`config.mk`:
```
export PLATFORM = sky130hd
export DESIGN_NAME = fetch_stage_flat
export DESIGN_NICKNAME = d
export VERILOG_FILES = /design/src/rtl/fetch_stage_pkg.sv /design/src/rtl/fetch_stage_if.sv /design/src/rtl/fetch_stage_pc_reg.sv /design/src/rtl/fetch_stage.sv /design/src/flat_wrapper.sv
export SDC_FILE = /design/constraint.sdc
export NUM_CORES = 1
export LEC_CHECK = 0
export CAP_MARGIN = 30
export CORE_MARGIN = 2
export CORE_UTILIZATION = 41
export DETAILED_ROUTE_END_ITERATION = 10
export GPL_TIMING_DRIVEN = 0
export HOLD_SLACK_MARGIN = 0.05
export PLACE_DENSITY = 0.81
export RECOVER_POWER = 50
export SYNTH_ARGS = -nofsm -noshare
export SYNTH_HDL_FRONTEND = slang
export SYNTH_HIERARCHICAL = 1
export SYNTH_SLANG_ARGS = --single-unit
export TNS_END_PERCENT = 20
```
`constraint.sdc`:
```
create_clock -name clk -period 2.3 [get_ports clk]
set_clock_uncertainty 0.15 [all_clocks]
set_input_delay 0.46 -clock clk [delete_from_list [all_inputs] [get_ports clk]]
set_output_delay 0.46 -clock clk [all_outputs]
set_load 0.005 [all_outputs]
```
`src/rtl/fetch_stage_pkg.sv`:
```
// fetch_stage_pkg
//  Shared constants, types and helpers for the IF stage of the MIPS core.
//  Holds the reset PC, exception vector, legal instruction-memory window,
//  ExcCode values, the NOP encoding, the next-PC select encoding and the
//  packed IF/ID register layout. The fetch-address legality check lives
//  here so every user applies the same AdEL rule.
package fetch_stage_pkg;

    localparam logic [31:0] PC_RESET   = 32'h0000_3000;
    localparam logic [31:0] EXC_VECTOR = 32'h0000_4180;
    localparam logic [31:0] IMEM_BASE  = 32'h0000_3000;
    localparam logic [31:0] IMEM_LIMIT = 32'h0000_6FFC;
    localparam logic [31:0] PC_STEP    = 32'h0000_0004;

    localparam logic [4:0]  EXC_NONE   = 5'd0;
    localparam logic [4:0]  EXC_ADEL   = 5'd4;

    localparam logic [31:0] NOP_WORD   = 32'h0000_0000;

    // Next-PC source, listed from highest to lowest priority.
    typedef enum logic [2:0] {
        PC_SEL_RESET    = 3'd0,
        PC_SEL_EXC      = 3'd1,
        PC_SEL_ERET     = 3'd2,
        PC_SEL_HOLD     = 3'd3,
        PC_SEL_REDIRECT = 3'd4,
        PC_SEL_SEQ      = 3'd5
    } pc_sel_e;

    // IF/ID pipeline register contents.
    typedef struct packed {
        logic [31:0] instr;
        logic [31:0] pc;
        logic        bd;
        logic [4:0]  exccode;
        logic        valid;
    } ifid_t;

    // A fetch is legal when word aligned and inside the instruction window.
    function automatic logic fetch_addr_legal(input logic [31:0] addr);
        return (addr[1:0] == 2'b00) && (addr >= IMEM_BASE) && (addr <= IMEM_LIMIT);
    endfunction

endpackage

```
`src/rtl/fetch_stage_if.sv`:
```
// fetch_stage_if
//  Instruction-memory bus between the fetch stage and instruction memory.
//  The read is combinational: imem_rdata is valid in the same cycle that
//  imem_addr is presented.
//  Signals:
//   imem_addr   32  fetch address (driven by the fetch stage)
//   imem_rdata  32  instruction word at imem_addr (driven by memory)
//  Modports:
//   master  fetch stage side
//   slave   memory side
interface fetch_stage_if;

    logic [31:0] imem_addr;
    logic [31:0] imem_rdata;

    modport master (
        output imem_addr,
        input  imem_rdata
    );

    modport slave (
        input  imem_addr,
        output imem_rdata
    );

endinterface

```
`src/rtl/fetch_stage_pc_reg.sv`:
```
// fetch_pc_reg
//  Program counter register plus the next-PC priority mux of the IF stage.
//  Priority on each rising edge:
//   reset > exc_req > eret_req > stall > redirect > pc+4
//  Ports:
//   clk          in   1   clock
//   reset        in   1   synchronous active-high reset
//   stall        in   1   hold PC
//   redirect     in   1   taken branch/jump resolved in ID
//   redirect_pc  in   32  branch/jump target
//   exc_req      in   1   exception/interrupt entry
//   eret_req     in   1   eret return
//   epc          in   32  eret return target
//   pc           out  32  current PC (registered)
module fetch_pc_reg
    import fetch_stage_pkg::*;
(
    input  logic        clk,
    input  logic        reset,
    input  logic        stall,
    input  logic        redirect,
    input  logic [31:0] redirect_pc,
    input  logic        exc_req,
    input  logic        eret_req,
    input  logic [31:0] epc,
    output logic [31:0] pc
);

    pc_sel_e     pc_sel_s;
    logic [31:0] next_pc_s;
    logic [31:0] pc_r;

    // Resolve which source drives the next PC; a redirect during stall is
    // deliberately dropped because ID re-asserts it after the stall.
    always_comb begin
        pc_sel_s = PC_SEL_SEQ;
        if (reset) begin
            pc_sel_s = PC_SEL_RESET;
        end else if (exc_req) begin
            pc_sel_s = PC_SEL_EXC;
        end else if (eret_req) begin
            pc_sel_s = PC_SEL_ERET;
        end else if (stall) begin
            pc_sel_s = PC_SEL_HOLD;
        end else if (redirect) begin
            pc_sel_s = PC_SEL_REDIRECT;
        end else begin
            pc_sel_s = PC_SEL_SEQ;
        end
    end

    // Next-PC data mux; sequential fetch wraps at 32 bits.
    always_comb begin
        next_pc_s = PC_RESET;
        case (pc_sel_s)
            PC_SEL_RESET:    next_pc_s = PC_RESET;
            PC_SEL_EXC:      next_pc_s = EXC_VECTOR;
            PC_SEL_ERET:     next_pc_s = epc;
            PC_SEL_HOLD:     next_pc_s = pc_r;
            PC_SEL_REDIRECT: next_pc_s = redirect_pc;
            PC_SEL_SEQ:      next_pc_s = pc_r + PC_STEP;
            default:         next_pc_s = PC_RESET;
        endcase
    end

    // PC register with synchronous reset.
    always_ff @(posedge clk) begin
        if (reset) begin
            pc_r <= PC_RESET;
        end else begin
            pc_r <= next_pc_s;
        end
    end

    assign pc = pc_r;

endmodule

```
`src/rtl/fetch_stage.sv`:
```
// fetch_stage
//  IF stage of the pipelined MIPS core. Holds the PC (fetch_pc_reg),
//  presents it to instruction memory, checks the fetch address for AdEL
//  and loads the IF/ID register. Branches/jumps have one delay slot, so a
//  redirect still loads the instruction currently being fetched.
//  Ports:
//   clk           in   1   clock
//   reset         in   1   synchronous active-high reset
//   stall         in   1   hold PC and IF/ID
//   redirect      in   1   ID resolved taken branch/jump
//   redirect_pc   in   32  redirect target
//   id_is_branch  in   1   instruction in ID is a branch/jump
//   exc_req       in   1   exception/interrupt entry this cycle
//   eret_req      in   1   eret committed this cycle
//   epc           in   32  eret return target
//   imem          if      instruction memory bus (master)
//   pc            out  32  current IF PC
//   id_instr      out  32  IF/ID instruction
//   id_pc         out  32  IF/ID PC
//   id_bd         out  1   IF/ID instruction is in a delay slot
//   id_exccode    out  5   IF/ID pending ExcCode, 0 = none
//   id_valid      out  1   IF/ID holds a real instruction
module fetch_stage
    import fetch_stage_pkg::*;
(
    input  logic                  clk,
    input  logic                  reset,
    input  logic                  stall,
    input  logic                  redirect,
    input  logic [31:0]           redirect_pc,
    input  logic                  id_is_branch,
    input  logic                  exc_req,
    input  logic                  eret_req,
    input  logic [31:0]           epc,
    fetch_stage_if.master         imem,
    output logic [31:0]           pc,
    output logic [31:0]           id_instr,
    output logic [31:0]           id_pc,
    output logic                  id_bd,
    output logic [4:0]            id_exccode,
    output logic                  id_valid
);

    logic [31:0] pc_s;
    logic        fetch_ok_s;
    ifid_t       ifid_load_s;
    ifid_t       ifid_r;

    fetch_pc_reg u_pc_reg (
        .clk         (clk),
        .reset       (reset),
        .stall       (stall),
        .redirect    (redirect),
        .redirect_pc (redirect_pc),
        .exc_req     (exc_req),
        .eret_req    (eret_req),
        .epc         (epc),
        .pc          (pc_s)
    );

    assign imem.imem_addr = pc_s;
    assign fetch_ok_s     = fetch_addr_legal(pc_s);

    // Build the IF/ID value for a normal load; an illegal fetch becomes a
    // valid NOP carrying AdEL so the bad PC reaches CP0 in order.
    always_comb begin
        ifid_load_s       = '0;
        ifid_load_s.pc    = pc_s;
        ifid_load_s.bd    = id_is_branch;
        ifid_load_s.valid = 1'b1;
        if (fetch_ok_s) begin
            ifid_load_s.instr   = imem.imem_rdata;
            ifid_load_s.exccode = EXC_NONE;
        end else begin
            ifid_load_s.instr   = NOP_WORD;
            ifid_load_s.exccode = EXC_ADEL;
        end
    end

    // IF/ID register: exception/eret flush beats stall, stall holds.
    always_ff @(posedge clk) begin
        if (reset) begin
            ifid_r <= '0;
        end else if (exc_req || eret_req) begin
            ifid_r <= '0;
        end else if (stall) begin
            ifid_r <= ifid_r;
        end else begin
            ifid_r <= ifid_load_s;
        end
    end

    assign pc         = pc_s;
    assign id_instr   = ifid_r.instr;
    assign id_pc      = ifid_r.pc;
    assign id_bd      = ifid_r.bd;
    assign id_exccode = ifid_r.exccode;
    assign id_valid   = ifid_r.valid;

endmodule

```
`src/flat_wrapper.sv`:
```
// flat-port wrapper written by rule: the top's interface ports become plain ports
module fetch_stage_flat import fetch_stage_pkg::*;
  (clk, reset, stall, redirect, redirect_pc, id_is_branch, exc_req, eret_req, epc, pc, id_instr, id_pc, id_bd, id_exccode, id_valid, imem_imem_addr, imem_imem_rdata);
  fetch_stage_if imem_i ();
  input  logic clk;
  input  logic reset;
  input  logic stall;
  input  logic redirect;
  input  logic [31:0] redirect_pc;
  input  logic id_is_branch;
  input  logic exc_req;
  input  logic eret_req;
  input  logic [31:0] epc;
  output logic [31:0] pc;
  output logic [31:0] id_instr;
  output logic [31:0] id_pc;
  output logic id_bd;
  output logic [4:0] id_exccode;
  output logic id_valid;
  output wire logic [$bits(imem_i.imem_addr)-1:0] imem_imem_addr;
  input wire logic [$bits(imem_i.imem_rdata)-1:0] imem_imem_rdata;
  assign imem_imem_addr = imem_i.imem_addr;
  assign imem_i.imem_rdata = imem_imem_rdata;
  fetch_stage u_core (.clk(clk), .reset(reset), .stall(stall), .redirect(redirect), .redirect_pc(redirect_pc), .id_is_branch(id_is_branch), .exc_req(exc_req), .eret_req(eret_req), .epc(epc), .imem(imem_i), .pc(pc), .id_instr(id_instr), .id_pc(id_pc), .id_bd(id_bd), .id_exccode(id_exccode), .id_valid(id_valid));
endmodule
```
==> results.md, run 1 <==
- Global-route wire length before repair: between 20 and 30 mm
- Pwr Density: 511.2 nW/µm²
- Total negative slack: 0 ps
- Clock Sink Count: 99
- Area share of the largest cell type after synthesis: 0.4095
- Die Y: roughly 110 µm
- Clk slew on worst S/H paths: roughly 60 ps
- Top FF cell, synth: dfxtp_1
- Max VDD drop: roughly 0.00043 V
- Post-DP Area: between 7000 and 8000 µm²
- RSZ-0062 raised after global routing: false
- DR WL met3: ~1.5 mm
- Most numerous cell in the Yosys netlist: dfxtp_1
- Leak Pwr: between 3 and 4 nW
- Pin count of the biggest net entering global routing: 15
- Fin crit share: 0.9799
- Crit Path Max Fanout: 7
- # IOs: 238
- Slowest cell delay on critical path: 610 ps
- Seq/Total Area, Yosys: 0.4095
- Fmax: approximately 440 MHz
- Dpl ws: -723.6 ps
- Post-Syn Instances: between 500 and 600
- Synth warn: 6
- Worst setup EP type: output port
- Final HPWL DP: 12.54 mm
- FP Rows: 39
- DR iter-0 viols: 440
- HP Class: flip-flop to flip-flop
- Post-DRT Antenna Nets: 0
- Avg WL per Cell: 17.80 µm
- Count of cell types in the netlist: 44
- Wire length on met2: 8.054 mm
- Synth-to-layout area growth: 59.49%
- Fraction of layout cells with a size suffix above 1: 0.1429
- Total gr overflow: 0
- Post-CTS Hold Buffers: 0
- Ranking of synthesized cells by area: dfxtp_1, mux2i_1, buf_4, o21ai_2, nand3_1
- Final hold vios: 0
- Status: completed
- Worst-Skew Late Latency: 340 ps
- GP Congestion: ~0.85
- Worst EP required: roughly 1700 ps
- Final-stage net count: ~900
- CP max stage cell: dfxtp_1
- Crit path time final: 2254 ps
- Number of synthesized flops with an enable pin: 0
- #FFs+latches synth: 99
- Initial Util: 0.4220
- Worst Slack Setup Final: 46.31 ps
- GRT Total Usage: 0.2564
- Cell area after synthesis: a little under 5000 µm²
- Bufs on Longest Clock Path: 2
- CTS H-tree depth: 3
- Routed metal-1 wire length: approximately 6.6 mm
- Port bufs: 233
- Top routing layer in use: met4
- Pwr Total: roughly 0.0039 W
- Die width: around 110 µm
- Final antenna diode count: 0
- Max Cap Viol: 0
- Slew headroom: 0.4870
- Fraction of registers with async set/reset: 0
- CTS tree: done
- Synthesized area per cell: ~9 µm²
- Area leader, netlist: dfxtp_1
- Final setup violation count: 0
- Synth top cells by count: dfxtp_1, nand2_1, nand3_1
- Crit-path cells: buf_4 > clkdlybuf4s50_1
- Slew Viols, Final: 0
- Measured slew at the worst slew-check pin: 769.5 ps
- Avg Vias per Cell: around 5.5
- DRC Markers: 0
- Clock Tree Root: clkbuf_16
- Vias in the first global route: approximately 5200
- Via Count: 5144
- Element type at the critical path start: flip-flop
- First-pass DRT Iterations: 6
- Arrival @ worst endpoint: ~1600 ps
- Post-Route WL: about 17 mm
- Antenna violations before repair: 0
- Layout Cell Area excl Fill: around 7700 µm²
- Core Region: 11470 µm²
- Die Area: 12690 µm²
- Cts bufs inserted: 9
- CP Class: flip-flop to output port
==> state kept, by name, summed over array words and instances (netlist names) <==
| name | cells |
|---|---|
| u_core/id_instr | 32 |
| u_core/id_pc | 32 |
| u_core/u_pc_reg/pc | 32 |
| u_core/id_bd | 1 |
| u_core/id_exccode | 1 |
| u_core/id_valid | 1 |
==> kinds of logic after synthesis <==
logic type | after synthesis | synth area share
buffers and inverters | 82 | 0.1011
DFF | 99 | 0.4095
xor gates and xnor gates | 20 | 0.03619
muxes | 33 | 0.06825
and+or+nand+nor | 198 | 0.2086
adders and majority gates | 2 | 0.005170
other | 1 | 0.0007749
AOI/OAI and AO/OA | 111 | 0.1704
==> critical path: cells and delay by family (launching register included) <==
family | cells | cell delay [ps]
flops | 1 | 610
buf+inv | 2 | 680
==> cell type report <==
cell class | count | area (µm²)
Clock inverter | 2 | 35.03
Tap cell | 143 | 178.9
Multi-Input combinational cell | 368 | 2397
Inverter | 5 | 18.77
Buffer | 75 | 498.0
Sequential cell | 99 | 1984
Fill cell | 904 | 3749
Timing Repair Buffer | 235 | 2352
Clock buffer | 14 | 254.0
==> worst paths after layout <==
kind	end	cells after the start	slack [ps]	start
setup reg to reg	u_core/u_pc_reg/pc[30]	5	140	u_core/u_pc_reg/pc[14]
hold reg to reg	u_core/id_valid	2	310	u_core/id_valid
setup / recovery	pc[27]	2	50	u_core/u_pc_reg/pc[27]
hold / removal	u_core/id_valid	2	310	u_core/id_valid
==> through the flow <==
step           hold WS [ps]  std cells  utilization
2_1_floorplan         296.6        549            -
3_3_place_gp          287.0        925       0.6420
3_5_place_dp          289.8        925       0.6420
4_1_cts               305.1        940       0.6691
5_1_grt               321.7        941       0.6731
6_report              307.2        941       0.6731
==> per-layer routing <==
metal,vias to the layer above,global-route usage
li1,2410,-
met4,0,0.1293
met3,45,0.06425
met1,2413,0.3000
met5,-,0
met2,276,0.4351
==> layout by cell type, fill, tap and decap left out, types with 3 or more instances in the layout <==
cell type,instances
a21oi_1,13
a222oi_1,19
a22oi_1,6
and2_1,4
and3_1,3
buf_2,4
buf_4,40
buf_6,6
clkbuf_1,21
clkbuf_16,9
clkbuf_2,8
clkdlybuf4s50_1,158
conb_1,4
dfxtp_1,97
dlygate4sd3_1,73
inv_1,5
mux2i_1,33
nand2_1,60
nand2b_1,3
nand3_1,45
nand4_1,8
nor2_1,44
nor3_1,4
nor4_1,5
nor4_2,4
nor4_4,4
o211ai_1,3
o21ai_0,29
o21ai_1,5
o21ai_2,25
xnor2_1,8
xor2_1,12
==> report_power, final <==
group / internal [W] / switching, W
Combinational: 0.000384 / 0.000230
Sequential: 0.00175 / 0.0000769
Clock: 0.000874 / 0.000629
Total: 0.00301 / 0.000936
==> repair_timing <==
item / CTS / global route
setup buffers: 0 / 2
pin swaps: 1 / 3
cloned: 0 / 0
setup endpoints to repair: 27 / 54
resized for setup: 10 / 34
hold endpoints to repair: 0 / 0
No activity file was read; power rests on OpenSTA's default activity.
==> run 2, diff against run 1 <==
RECOVER_POWER = 25   (was 50)
==> run 2 against run 1 <==
Worst hold slack worse by 4.6 ps. Register-to-register slack hardly changed. First-iteration DRC count is 13% higher. Sequential power hardly changed. Flip-flop and latch count stayed put. Utilization is 0.21 points higher. Critical path depth stayed put. Non-clock buffer count stayed put. Total power is 0.15% higher. Critical endpoint unchanged. Routed wire length is 0.29% lower. Final cell count stayed put.
==> results.md, run 2 (same netlist as run 1, synthesis figures left out) <==
- Top cell family by delay on the critical path: buffers and inverters (unchanged)
- Clock power frac: 0.380 (was 0.381)
- Vias in the first global route: 5185 (unchanged)
- Port bufs: 233 (unchanged)
- Slew Viols, Final: 0 (unchanged)
- DP Cell Count: 925 (unchanged)
- Final hold vios: 0 (unchanged)
- Max Cap Viol: 0 (unchanged)
- Slowest cell delay on critical path: 600 ps (was 610 ps)
- Pwr Density: 510.3 nW/µm² (was 511.2 nW/µm²)
- Pin count of the biggest net entering global routing: 15 (unchanged)
- Max VDD drop: 0.0004254 V (was 0.0004258 V)
- Avg WL per Cell: 17.75 µm (was 17.80 µm)
- Die Y: 112.6 µm (unchanged)
- Bufs on Longest Clock Path: 2 (unchanged)
- Fmax: 448.1 MHz (was 443.7 MHz)
- Core Region: 11470 µm² (unchanged)
- FP Rows: 39 (unchanged)
- First-pass DRT Iterations: 7 (was 6)
- Leak Pwr: 3.081 nW (was 3.137 nW)
- Avg Vias per Cell: 5.499 (was 5.467)
- GRT Total Usage: 0.2564 (unchanged)
- Layout Cell Area excl Fill: 7742 µm² (was 7719 µm²)
- FF/Latch Area: 1986 µm² (was 1984 µm²)
- Internal power: 0.003014 W (was 0.003010 W)
- Via Count: 5175 (was 5144)
- Logic pwr share: 0.157 (was 0.156)
- Post-DP Area: 7362 µm² (unchanged)
- Fillers: 900 (was 904)
- Initial Util: 0.4220 (unchanged)
- CP max stage cell: dfxtp_1 (unchanged)
- Final-stage net count: 898 (unchanged)
- Global-route wire length before repair: 25.95 mm (unchanged)
- HP Class: flip-flop to flip-flop (unchanged)
- Final Util: 0.6752 (was 0.6731)
- Cts bufs inserted: 9 (unchanged)
- Clk slew on worst S/H paths: 60 ps (about the same)
- DR iter-0 viols: 496 (was 440)
- Arrival @ worst endpoint: 1620 ps (was 1640 ps)
- Fin crit share: 0.9703 (was 0.9799)
- Crit-path cells: buf_4 > clkdlybuf4s50_1 (unchanged)
- Sw frac: 0.2373 (was 0.2371)
- CTS H-tree depth: 3 (unchanged)
- Most common cell after layout, fill and taps aside: clkdlybuf4s50_1 (unchanged)
- CP Class: flip-flop to output port (unchanged)
- Antenna violations before repair: 0 (unchanged)
- Die Area: 12690 µm² (unchanged)
- Most frequent cells in the layout: clkdlybuf4s50_1, dfxtp_1, nand2_1, dlygate4sd3_1, nand3_1 (was clkdlybuf4s50_1, dfxtp_1, dlygate4sd3_1, nand2_1, nand3_1)
- Worst-Skew Late Latency: 350 ps (was 340 ps)
- Pwr Total: 0.003951 W (was 0.003946 W)
- Measured slew at the worst slew-check pin: 774.5 ps (was 769.5 ps)
- Element type at the critical path start: flip-flop (unchanged)
- Clock Sink Count: 99 (unchanged)
- GP Congestion: 0.8540 (unchanged)
- Crit path time final: 2232 ps (was 2254 ps)
- Final cell count without fillers: 941 (unchanged)
- Final setup violation count: 0 (unchanged)
- Crit Path Max Fanout: 7 (unchanged)
- Post-DRT Antenna Nets: 0 (unchanged)
- Status: completed (unchanged)
- Buf/Inv on CP: 2 (unchanged)
- Post-Route WL: 16.70 mm (was 16.75 mm)
- Worst setup EP type: output port (unchanged)
- Reg power frac: 0.463 (was 0.464)
- Final HPWL DP: 12.54 mm (unchanged)
- Final antenna diode count: 0 (unchanged)
- DRC Markers: 0 (unchanged)
- Synth-to-layout area growth: 59.98% (was 59.49%)
- Die width: 112.6 µm (unchanged)
- Slew headroom: 0.4837 (was 0.4870)
- # IOs: 238 (unchanged)
- Worst EP required: 1690 ps (about the same)
- Total gr overflow: 0 (unchanged)
- Clock Tree Root: clkbuf_16 (unchanged)
- Sw Pwr: 0.0009375 W (was 0.0009355 W)
- CTS tree: done (unchanged)
- Fraction of layout cells with a size suffix above 1: 0.1516 (was 0.1429)
- Area taken by multi-input logic gates: 2416 µm² (was 2397 µm²)
- RSZ-0062 raised after global routing: false (unchanged)
==> run 2: cell types whose count changed in the layout (fill, tap and decap cells not counted), sizes merged <==
cell | before | now
clkdlybuf4s50 | 158 | 179
dlygate4sd3 | 73 | 52
buf | 50 | 56
clkbuf | 41 | 35
==> run 2: cell type report <==
class / count / share of cell area
clock buffer: 14 / 0.03281
multi-input combinational: 368 / 0.3121
inverter: 5 / 0.002424
tap: 143 / 0.02311
buffer: 75 / 0.06480
timing repair buffer: 235 / 0.3038
sequential: 99 / 0.2565
clock inverter: 2 / 0.004525
==> run 2: path summary, 6_finish.rpt <==
kind,startpoint,end,slack [ps],cells past startpoint
hold reg to reg,u_core/id_valid,u_core/id_valid,300,2
setup / recovery,u_core/u_pc_reg/pc[27],pc[27],70,2
setup reg to reg,u_core/u_pc_reg/pc[14],u_core/u_pc_reg/pc[30],150,5
hold / removal,u_core/id_valid,u_core/id_valid,300,2
==> run 2: timing repair <==
item	in CTS	in global routing
pin swaps	1	3
setup buffers	0	2
setup endpoints to repair	27	54
hold buffers	0	0
resized for setup	10	34
==> run 2: worst min-delay path, stage by stage (launching register included) <==
cell and delay [ps]:
dfxtp_1 310, inv_1 50, a21oi_1 50
==> run 2: power groups by stage <==
stage	registers (W)	logic, W	clock network (W)
2_1_floorplan	0.00185	0.000245	0
3_3_place_gp	0.00186	0.000601	0
3_5_place_dp	0.00187	0.000606	0
4_1_cts	0.00183	0.000615	0.00153
5_1_grt	0.00184	0.000661	0.00161
6_report	0.00183	0.000619	0.00150
==> run 2: metrics by stage <==
step,TNS [ps],hold slack (ps),worst slack [ps]
after floorplan,0,296.6,356.3
after detailed placement,-23460,289.8,-723.6
final,0,302.6,68.32
after global routing,0,321.7,3.071
after global placement,-19450,287.0,-691.5
after CTS,0,305.1,5.589
==> run 2: per-layer routing <==
metal  vias up  track usage  wire length, µm
met4         0       0.1293              600
met3        48      0.06425             1521
met2       278       0.4351             8120
met1      2437       0.3000             6460
met5         -            0                0
li1       2412            -                -
==> run 3, diff against run 2 <==
PLACE_DENSITY = 0.85   (was 0.81)
SLEW_MARGIN = 20   (was unset)
==> run 3 against run 2 <==
Worst hold slack improved by 9.3 ps. Utilization decreased by 0.34 points. Worst setup slack got worse by 11 ps. Register-to-register slack about the same. Via count decreased by 1.6%. Die area unchanged. Flip-flop and latch count unchanged. First-iteration DRC count decreased by 26%. Maximum frequency decreased by 0.47%. Clock power decreased by 3%. Non-clock buffer count decreased by 3. Routed wire length decreased by 1.8%.
==> results.md, run 3 (same netlist as run 1, synthesis figures left out) <==
- Status: completed (unchanged)
- Final setup violation count: 0 (unchanged)
- RSZ-0062 raised after global routing: true (was false)
- Most frequent cells in the layout: clkdlybuf4s50_1, dfxtp_1, nand2_1, dlygate4sd3_1, nand3_1 (unchanged)
- Slew headroom: 0.4509 (was 0.4837)
- Fraction of layout cells with a size suffix above 1: 0.1423 (was 0.1516)
- GRT Total Usage: 0.2492 (was 0.2564)
- CTS H-tree depth: 3 (unchanged)
- Pwr Density: 505.5 nW/µm² (was 510.3 nW/µm²)
- Worst Slack Setup Final: 57.81 ps (was 68.32 ps)
- Post-DP Area: 7362 µm² (unchanged)
- Final hold vios: 0 (unchanged)
- DRC Markers: 0 (unchanged)
- Measured slew at the worst slew-check pin: 823.7 ps (was 774.5 ps)
- Worst-Skew Late Latency: 340 ps (was 350 ps)
- Core Region: 11470 µm² (unchanged)
- Initial Util: 0.4220 (unchanged)
- Pin count of the biggest net entering global routing: 15 (unchanged)
- Leak Pwr: 3.060 nW (was 3.081 nW)
- Clk slew on worst S/H paths: 70 ps (was 60 ps)
- Global-route wire length before repair: 25.23 mm (was 25.95 mm)
- Max VDD drop: 0.0002925 V (was 0.0004254 V)
- HP Class: flip-flop to flip-flop (unchanged)
- Element type at the critical path start: primary input (was flip-flop)
- Layout Cell Area excl Fill: 7704 µm² (was 7742 µm²)
- Cts bufs inserted: 9 (unchanged)
- Slew Viols, Final: 0 (unchanged)
- Clock Tree Root: clkbuf_16 (unchanged)
- Final HPWL DP: 12.67 mm (was 12.54 mm)
- Fmax: 446.0 MHz (was 448.1 MHz)
- Crit Path Max Fanout: 10 (was 7)
- Worst EP required: 2360 ps (was 1690 ps)
- Avg WL per Cell: 17.50 µm (was 17.75 µm)
- CTS tree: done (unchanged)
- Total gr overflow: 0 (unchanged)
- FP Rows: 39 (unchanged)
- Dpl ws: -661.7 ps (was -723.6 ps)
- Bufs on Longest Clock Path: 2 (unchanged)
- Antenna violations before repair: 0 (unchanged)
- Crit path time final: 2242 ps (was 2232 ps)
- CP Class: primary input to flip-flop (was flip-flop to output port)
- Post-DRT Antenna Nets: 0 (unchanged)
- Clock Sink Count: 99 (unchanged)
- Synth-to-layout area growth: 59.18% (was 59.98%)
- Port bufs: 233 (unchanged)
- DP Cell Count: 925 (unchanged)
- Worst setup EP type: flip-flop (was output port)
- Final cell count without fillers: 937 (was 941)
- Post-Route WL: 16.39 mm (was 16.70 mm)
- Die width: 112.6 µm (unchanged)
- Die Area: 12690 µm² (unchanged)
- Max Cap Viol: 0 (unchanged)
- Avg Vias per Cell: 5.432 (was 5.499)
- First-pass DRT Iterations: 8 (was 7)
- DR iter-0 viols: 365 (was 496)
- Final-stage net count: 895 (was 898)
- Fillers: 877 (was 900)
- Fin crit share: 0.9749 (was 0.9703)
- Final antenna diode count: 0 (unchanged)
- GP Congestion: 0.8785 (was 0.8540)
- Via Count: 5090 (was 5175)
- Die Y: 112.6 µm (unchanged)
- Vias in the first global route: 4953 (was 5185)
- Most common cell after layout, fill and taps aside: clkdlybuf4s50_1 (unchanged)
- # IOs: 238 (unchanged)
- R2r setup slk: 140 ps (was 150 ps)
- Arrival @ worst endpoint: 2300 ps (was 1620 ps)
- Post-CTS Hold Buffers: 0 (unchanged)
-- run 3: cell count changes in the layout (fill, tap and decap cells not counted), sizes merged --
cell / before / now
buf: 56 / 52
clkdlybuf4s50: 179 / 180
dlymetal6s2s: 2 / 1
clkinv: 1 / 2
clkbuf: 35 / 34
-- run 3: worst paths after layout --
check                                       startpoint                     end  cells past startpoint
worst max-delay path                          eret_req  u_core/u_pc_reg/pc[28]                      7
worst min-delay path                   u_core/id_valid         u_core/id_valid                      2
worst max register to register  u_core/u_pc_reg/pc[10]  u_core/u_pc_reg/pc[27]                      5
worst min register to register         u_core/id_valid         u_core/id_valid                      2
-- run 3: final cells by class --
cell class	instances	area (µm²)	share of cell area
Sequential cell	99	1982	0.2573
Multi-Input combinational cell	368	2427	0.3151
Clock inverter	3	40.04	0.005197
Timing Repair Buffer	233	2335	0.3031
Clock buffer	12	236.5	0.03070
Buffer	74	485.5	0.06302
Inverter	5	18.77	0.002436
Tap cell	143	178.9	0.02323
-- run 3: per-layer routing --
metal  routed length, µm  GRT usage
met4                 291    0.09675
met1                6464     0.2965
met2                8245     0.4403
met3                1393    0.05022
met5                   0          0
-- run 3: worst max-delay path, stage by stage --
cell and delay (ps):
clkdlybuf4s50_1 610, nand2b_1 210, nor3_1 80, clkbuf_2 210, clkbuf_2 260, a222oi_1 320, o21ai_0 140
-- run 3: where the power goes --
group | internal, W | leakage [nW] | total (W) | switching, W
Clock | 0.000835 | 0.136 | 0.00145 | 0.000612
Sequential | 0.00175 | 0.803 | 0.00183 | 0.0000757
Combinational | 0.000386 | 2.12 | 0.000620 | 0.000234
-- run 3: through the flow --
step	hold slack (ps)	util	power, W	setup TNS (ps)
after floorplan	296.6	-	0.002091	0
after global placement	285.3	0.6420	0.002462	-20750
after detailed placement	299.8	0.6420	0.002474	-25280
after CTS	309.0	0.6680	0.003918	-15.86
after global routing	317.3	0.6718	0.004036	-71.91
final	312.0	0.6718	0.003894	0
-- run 3: what timing repair did --
item | CTS | global route
setup endpoints to repair | 27 | 47
setup buffers | 0 | 0
pin swaps | 0 | 1
resized for setup | 11 | 14
